**src/rtl/mem_arbiter.sv**
```systemverilog
// Two-port memory arbiter: instruction fetch and load/store share one memory port.
// Round-robin on contention, one transaction in flight, timeout abort with bus_err.
module mem_arbiter #(
   parameter int ADDR_W  = 32,
   parameter int DATA_W  = 32,
   parameter int TIMEOUT = 255
) (
   input  logic              clk,
   input  logic              rst,
   input  logic              if_req,
   input  logic [ADDR_W-1:0] if_addr,
   output logic              if_gnt,
   output logic              if_rvalid,
   output logic [DATA_W-1:0] if_rdata,
   input  logic              ls_req,
   input  logic              ls_we,
   input  logic [3:0]        ls_be,
   input  logic [ADDR_W-1:0] ls_addr,
   input  logic [DATA_W-1:0] ls_wdata,
   output logic              ls_gnt,
   output logic              ls_rvalid,
   output logic [DATA_W-1:0] ls_rdata,
   output logic              mem_req,
   output logic              mem_we,
   output logic [3:0]        mem_be,
   output logic [ADDR_W-1:0] mem_addr,
   output logic [DATA_W-1:0] mem_wdata,
   input  logic              mem_rvalid,
   input  logic [DATA_W-1:0] mem_rdata,
   output logic              bus_err
);

   typedef enum logic [1:0] {ST_IDLE, ST_ISSUE, ST_WAIT} state_t;
   typedef enum logic {OWN_IF, OWN_LS} owner_t;

   localparam logic [7:0] LAST_CNT = 8'(TIMEOUT - 1);

   state_t              state_q, state_d;
   owner_t              owner_q, owner_d;
   owner_t              last_q, last_d;
   logic [7:0]          cnt_q, cnt_d;
   logic                we_q, we_d;
   logic [3:0]          be_q, be_d;
   logic [ADDR_W-1:0]   addr_q, addr_d;
   logic [DATA_W-1:0]   wdata_q, wdata_d;

   // NOTE: every always_comb output gets a default first so no latch is inferred.
   always_comb begin
      state_d = state_q;
      owner_d = owner_q;
      last_d  = last_q;
      cnt_d   = cnt_q;
      we_d    = we_q;
      be_d    = be_q;
      addr_d  = addr_q;
      wdata_d = wdata_q;
      case (state_q)
         ST_IDLE: begin
            if (if_req || ls_req) begin
               if (if_req && ls_req) begin
                  owner_d = (last_q == OWN_IF) ? OWN_LS : OWN_IF;
               end else begin
                  owner_d = ls_req ? OWN_LS : OWN_IF;
               end
               // Fetches are forced to full-word reads regardless of the LS payload.
               if (owner_d == OWN_LS) begin
                  we_d    = ls_we;
                  be_d    = ls_be;
                  addr_d  = ls_addr;
                  wdata_d = ls_wdata;
               end else begin
                  we_d    = 1'b0;
                  be_d    = 4'hF;
                  addr_d  = if_addr;
                  wdata_d = '0;
               end
               state_d = ST_ISSUE;
            end
         end
         ST_ISSUE: begin
            last_d  = owner_q;
            cnt_d   = 8'd0;
            state_d = ST_WAIT;
         end
         ST_WAIT: begin
            if (mem_rvalid || (cnt_q == LAST_CNT)) begin
               state_d = ST_IDLE;
            end else begin
               cnt_d = cnt_q + 8'd1;
            end
         end
         default: state_d = ST_IDLE;
      endcase
   end

   // NOTE: sequential state uses non-blocking assignments so all registers update together.
   always_ff @(posedge clk) begin
      if (rst) begin
         state_q <= ST_IDLE;
         owner_q <= OWN_IF;
         last_q  <= OWN_IF;
         cnt_q   <= 8'd0;
         we_q    <= 1'b0;
         be_q    <= 4'h0;
         addr_q  <= '0;
         wdata_q <= '0;
      end else begin
         state_q <= state_d;
         owner_q <= owner_d;
         last_q  <= last_d;
         cnt_q   <= cnt_d;
         we_q    <= we_d;
         be_q    <= be_d;
         addr_q  <= addr_d;
         wdata_q <= wdata_d;
      end
   end

   // Outputs are forced low while rst is high, including the cycle before it is sampled.
   always_comb begin
      if_gnt    = 1'b0;
      if_rvalid = 1'b0;
      if_rdata  = '0;
      ls_gnt    = 1'b0;
      ls_rvalid = 1'b0;
      ls_rdata  = '0;
      mem_req   = 1'b0;
      mem_we    = 1'b0;
      mem_be    = 4'h0;
      mem_addr  = '0;
      mem_wdata = '0;
      bus_err   = 1'b0;
      if (!rst) begin
         mem_we    = we_q;
         mem_be    = be_q;
         mem_addr  = addr_q;
         mem_wdata = wdata_q;
         case (state_q)
            ST_ISSUE: begin
               mem_req = 1'b1;
               if (owner_q == OWN_IF) if_gnt = 1'b1;
               else                   ls_gnt = 1'b1;
            end
            ST_WAIT: begin
               if (mem_rvalid) begin
                  if (owner_q == OWN_IF) begin
                     if_rvalid = 1'b1;
                     if_rdata  = mem_rdata;
                  end else begin
                     ls_rvalid = 1'b1;
                     ls_rdata  = mem_rdata;
                  end
               end else if (cnt_q == LAST_CNT) begin
                  bus_err = 1'b1;
                  if (owner_q == OWN_IF) if_rvalid = 1'b1;
                  else                   ls_rvalid = 1'b1;
               end
            end
            default: ;
         endcase
      end
   end

endmodule

```
**config.mk**
```make
export PLATFORM = sky130hd
export DESIGN_NAME = mem_arbiter
export DESIGN_NICKNAME = d
export VERILOG_FILES = /design/src/rtl/mem_arbiter.sv
export SDC_FILE = /design/constraint.sdc
export NUM_CORES = 1
export LEC_CHECK = 0
export CORE_AREA = 2 2 109 111
export CTS_CLUSTER_DIAMETER = 40
export DETAILED_ROUTE_END_ITERATION = 6
export DIE_AREA = 0 0 111 113
export GPL_TIMING_DRIVEN = 0
export PLACE_DENSITY = 0.81
export SLEW_MARGIN = 20
export SYNTH_ARGS = -nofsm -noshare
export SYNTH_HDL_FRONTEND = slang
export SYNTH_SLANG_ARGS = --single-unit
```
**constraint.sdc**
```tcl
create_clock -name clk -period 2.3 [get_ports clk]
set_input_delay 0.46 -clock clk [delete_from_list [all_inputs] [get_ports clk]]
set_output_delay 0.46 -clock clk [all_outputs]
set_load 0.02 [all_outputs]
```
==> reports/summary.md <==
The flow ran to the end, and the final reports show no timing, DRC or antenna violations. Max-cap violations in this run came to 0. Data on the critical path arrives at its endpoint at 1810 ps. In the synthesized netlist, the number of instances is 458. OpenSTA, run right after detailed placement, puts the worst setup slack at -1080 ps. The run gives 4404 as the total via count after detailed routing. The worst path uses 98.6% of the clock period.

The number of core rows was 39; the average cell area after synthesis was 8.89 um^2. TritonCTS built the clock tree. The worst hold path passes through 2 cells. The area growth from synthesis to final layout is 81.8%, and the initial core utilization is 36.1%. The tools report the source-to-sink clock delay at the later pin of the worst-skew pair as 330 ps. Predominant post-synthesis flop cell: sky130_fd_sc_hd__dfxtp_1.

The number of register bits inferred by synthesis is 81, and the count of buffer and inverter cells on the critical path is 5. The power density over the cells came out at 547 mW/mm^2. For the number of slew-limit violations in the final report, the log shows 0. Among all stages on the critical path, the largest delay is contributed by sky130_fd_sc_hd__dlygate4sd2_1. Of all cell types, the one taking the most synthesized area is sky130_fd_sc_hd__dfxtp_1. The worst path in the final design needs a cycle of 2270 ps, including I/O delays and setup.

Along the worst path, the maximum fanout reaches 10. Setup repair after global routing could not meet its margin everywhere. The type of the tightest min-delay check was reg2reg.

After detailed routing, the total wire length is 14.3 mm. Before antenna repair, the detailed router went through 4 iterations. Measured against its own limit, the worst slew margin works out to 64.3%.

The average routed wire per standard cell is 15.9 um, and the cell depth of the worst flop-to-flop path is 6. The XOR/XNOR share of the synthesized area came out at 0.215%. The die is 111 um wide. Worst reg2reg path endpoint: wdata_q[21]. Of all flip-flops after synthesis, the portion carrying an async set or reset was 0%. The worst register-to-register path begins at last_q.

The end point of the most critical hold path is last_q. The portion of synthesized area spent on multiplexers is 8.12%. The run gives 0 as the residual antenna-violating net count after detailed routing. The synthesized netlist devotes 0.615% of its cell area to adder and majority cells. The tools report the via count of the first global-routing pass as 4520. After legalization and detailed placement, the total HPWL measured 11.5 mm.

In this run the biggest area consumer among cell types represents 39.8% of the synthesized area. The tools report the sum of overflow across all layers after global routing as 0. Summing the areas of all compound-gate instances in the mapped netlist gives 17.5% of the synthesized area.

The worst hold path begins at last_q. The cell area that synthesis handed to floorplanning was 0.00407 mm^2. The wire length of the first global-routing pass came out at 22.0 mm.

In the routed layout, each cell is associated on average with a via count of 4.92. Setup total negative slack on the finished layout was measured at 0 ps. The startpoint-to-endpoint class of the critical path was in2out. The critical path goes through dlygate4sd2_1, clkbuf_4, buf_4, clkbuf_4, nor2b_1, dlygate4sd2_1.

After detailed routing, the number of remaining DRC violations is 0. The clock passes through at most 2 buffers. The clock slew at the register clock pins of the worst setup and hold paths is 60 ps. The run gives 3.20 nW as the leakage power total. The die covers 0.0125 mm^2. Yosys attributes the largest share of cell area to sky130_fd_sc_hd__dfxtp_1 (40%), sky130_fd_sc_hd__nor2b_1 (11%), sky130_fd_sc_hd__and2_1 (9.8%).

The count of buffers inserted at the top-level ports is 276, and the delay of the slowest critical-path stage is 350 ps. The sequential element share of the synthesized area is 39.8%, and the final critical-path setup slack is 31.7 ps. Initial antenna violation count: 1. The simple logic cell fraction of the synthesized area was 29.4%; the number of nets in the finished design was 887. The core box area was 0.0113 mm^2; the worst-case vdd ir drop was 555 uV.

The total power came out at 0.00405 W. The tools report the number of H-tree levels as 3. The total routing resource utilization after global routing was 21.7%.

The congestion estimate from routability-driven global placement came to 0.886. The unique cell type count in the Yosys netlist was 37; the number of enable flip-flop cells after synthesis was 0. Of the cells placed in the final design, the portion with a size suffix greater than 1 is 19.0%. For the critical path data required time, the log shows 1840 ps. STA classifies the critical path endpoint as an output port. Static timing analysis puts the maximum clock frequency at 441 MHz. The number of warning messages in the yosys log was 0.

The number of DRC markers after the initial detailed-route iteration was 240. The kind of cell with the highest combined delay along the critical path is buffers and inverters. The y dimension of the die was 113 um; the maximum number of pins on one net before global-route repair was 15. Number of clock buffers inserted by TritonCTS: 9.

The setup check on the worst reg-to-reg path leaves a slack of 660 ps. The clock net in this run drives a total of 81 sinks. For this design, the CTS-stage hold fixing added 0 buffers. The hold violation total from the final report was 0. The logs give 0 for the total of endpoints with negative setup slack in the final report and 3.01 ps for the final clock skew.

Nature of the critical path startpoint: an input port. By area, the combinational part of the netlist is dominated by simple AND/OR/NAND/NOR gates. In this run the count of I/O pins placed on the die edge is 277.

Clock root buffer: sky130_fd_sc_hd__clkbuf_16. The run gives 598 as the net count of the mapped netlist. The worst-margin pin slew came out at 531 ps.
[cell type report]
cell class | instances | area [um^2]
Timing Repair Buffer | 278 | 2670
Clock inverter | 6 | 91.3
Inverter | 3 | 11.3
Fill cell | 961 | 3870
Sequential cell | 81 | 1630
Buffer | 37 | 239
Tap cell | 143 | 179
Multi-Input combinational cell | 337 | 2350
Clock buffer | 10 | 229
Antenna cell | 1 | 2.50
[cell usage in the layout, fill, tap and decap left out, drive strengths merged, types with 3 or more instances in the layout]
master	synthesis	final
or3	3	3
nor2	43	43
o211ai	3	3
o22a	4	4
nand2	9	9
clkinvlp	0	3
and2	64	64
nor2b	69	69
mux2i	33	33
clkbuf	19	47
clkdlybuf4s15	0	59
a211oi	33	33
o21ai	3	3
nor3	4	4
dfxtp	81	81
a21oi	8	8
nand3	9	9
dlygate4sd2	0	52
inv	3	4
clkdlybuf4s50	0	138
buf	18	29
a22o	33	33
[per-layer routing]
metal	track usage (%)	wire length [um]	part of all wire (%)	vias up
met5	0	0	0	-
met4	8.58	259	1.8	0
met3	5.52	1040	7.3	19
met2	42.0	7670	54	191
met1	22.4	5320	37	2031
li1	-	-	-	2163
[synthesized netlist by cell type (all sizes together) (3+ instances only)]
master	instances
a21oi	8
mux2i	33
nor2b	69
nand2	9
buf	18
clkbuf	19
o211ai	3
dfxtp	81
nor3	4
and2	64
o22a	4
o21ai	3
a211oi	33
inv	3
nand3	9
a22o	33
nor2	43
or3	3
[flip-flops by register name, summed over array words and instances, names as in the netlist]
name / cells
owner_q: 1
wdata_q: 32
cnt_q: 8
we_q: 1
be_q: 4
last_q: 1
addr_q: 32
state_q: 2
[worst register-to-register path: cells and delay by family (launching register included)]
kind,cells,cell delay (ps)
AOI/OAI and AO/OA,2,270
buffers and inverters,2,480
DFF,1,320
and+or+nand+nor,2,500
[how the worst max path moves through the flow]
stage	slack, ps	start	cells past startpoint	to
floorplan	90	rst	4	bus_err
global route	-20	rst	6	bus_err
global placement	-1030	rst	6	if_gnt
detailed placement	-1080	rst	6	if_gnt
finish	30	rst	6	mem_addr[25]
CTS	9	rst	7	if_rdata[27]
[what timing repair did]
item / in CTS / in global routing
buffers inserted: 1 / 0
cloned: 1 / 0
pin swaps: 5 / 5
setup endpoints to repair: 139 / 79
resized for setup: 326 / 52
[logic make-up after synthesis]
kind of cell / Yosys count
multiplexers: 33
buffers and inverters: 40
XOR/XNOR: 1
AO/OA/AOI/OAI: 91
flip-flops: 81
AND/OR/NAND/NOR: 210
adder cells (fa/ha/maj): 2
[per-stage QoR]
step	cell area, um^2	util, %	hold WS, ps	instances
2_1_floorplan	4070	-	437	458
3_3_place_gp	7010	62.2	459	877
3_5_place_dp	7010	62.2	472	877
4_1_cts	7410	65.8	487	895
5_1_grt	7400	65.6	510	896
6_report	7400	65.6	483	896
[report_power, final]
group	total, W	switching (W)	internal (W)	leakage (nW)
clock	0.00153	0.000571	0.000954	0.145
combinational	0.000939	0.000453	0.000486	2.39
sequential	0.00158	0.0000546	0.00153	0.670
No activity file was read; power rests on OpenSTA's default activity.
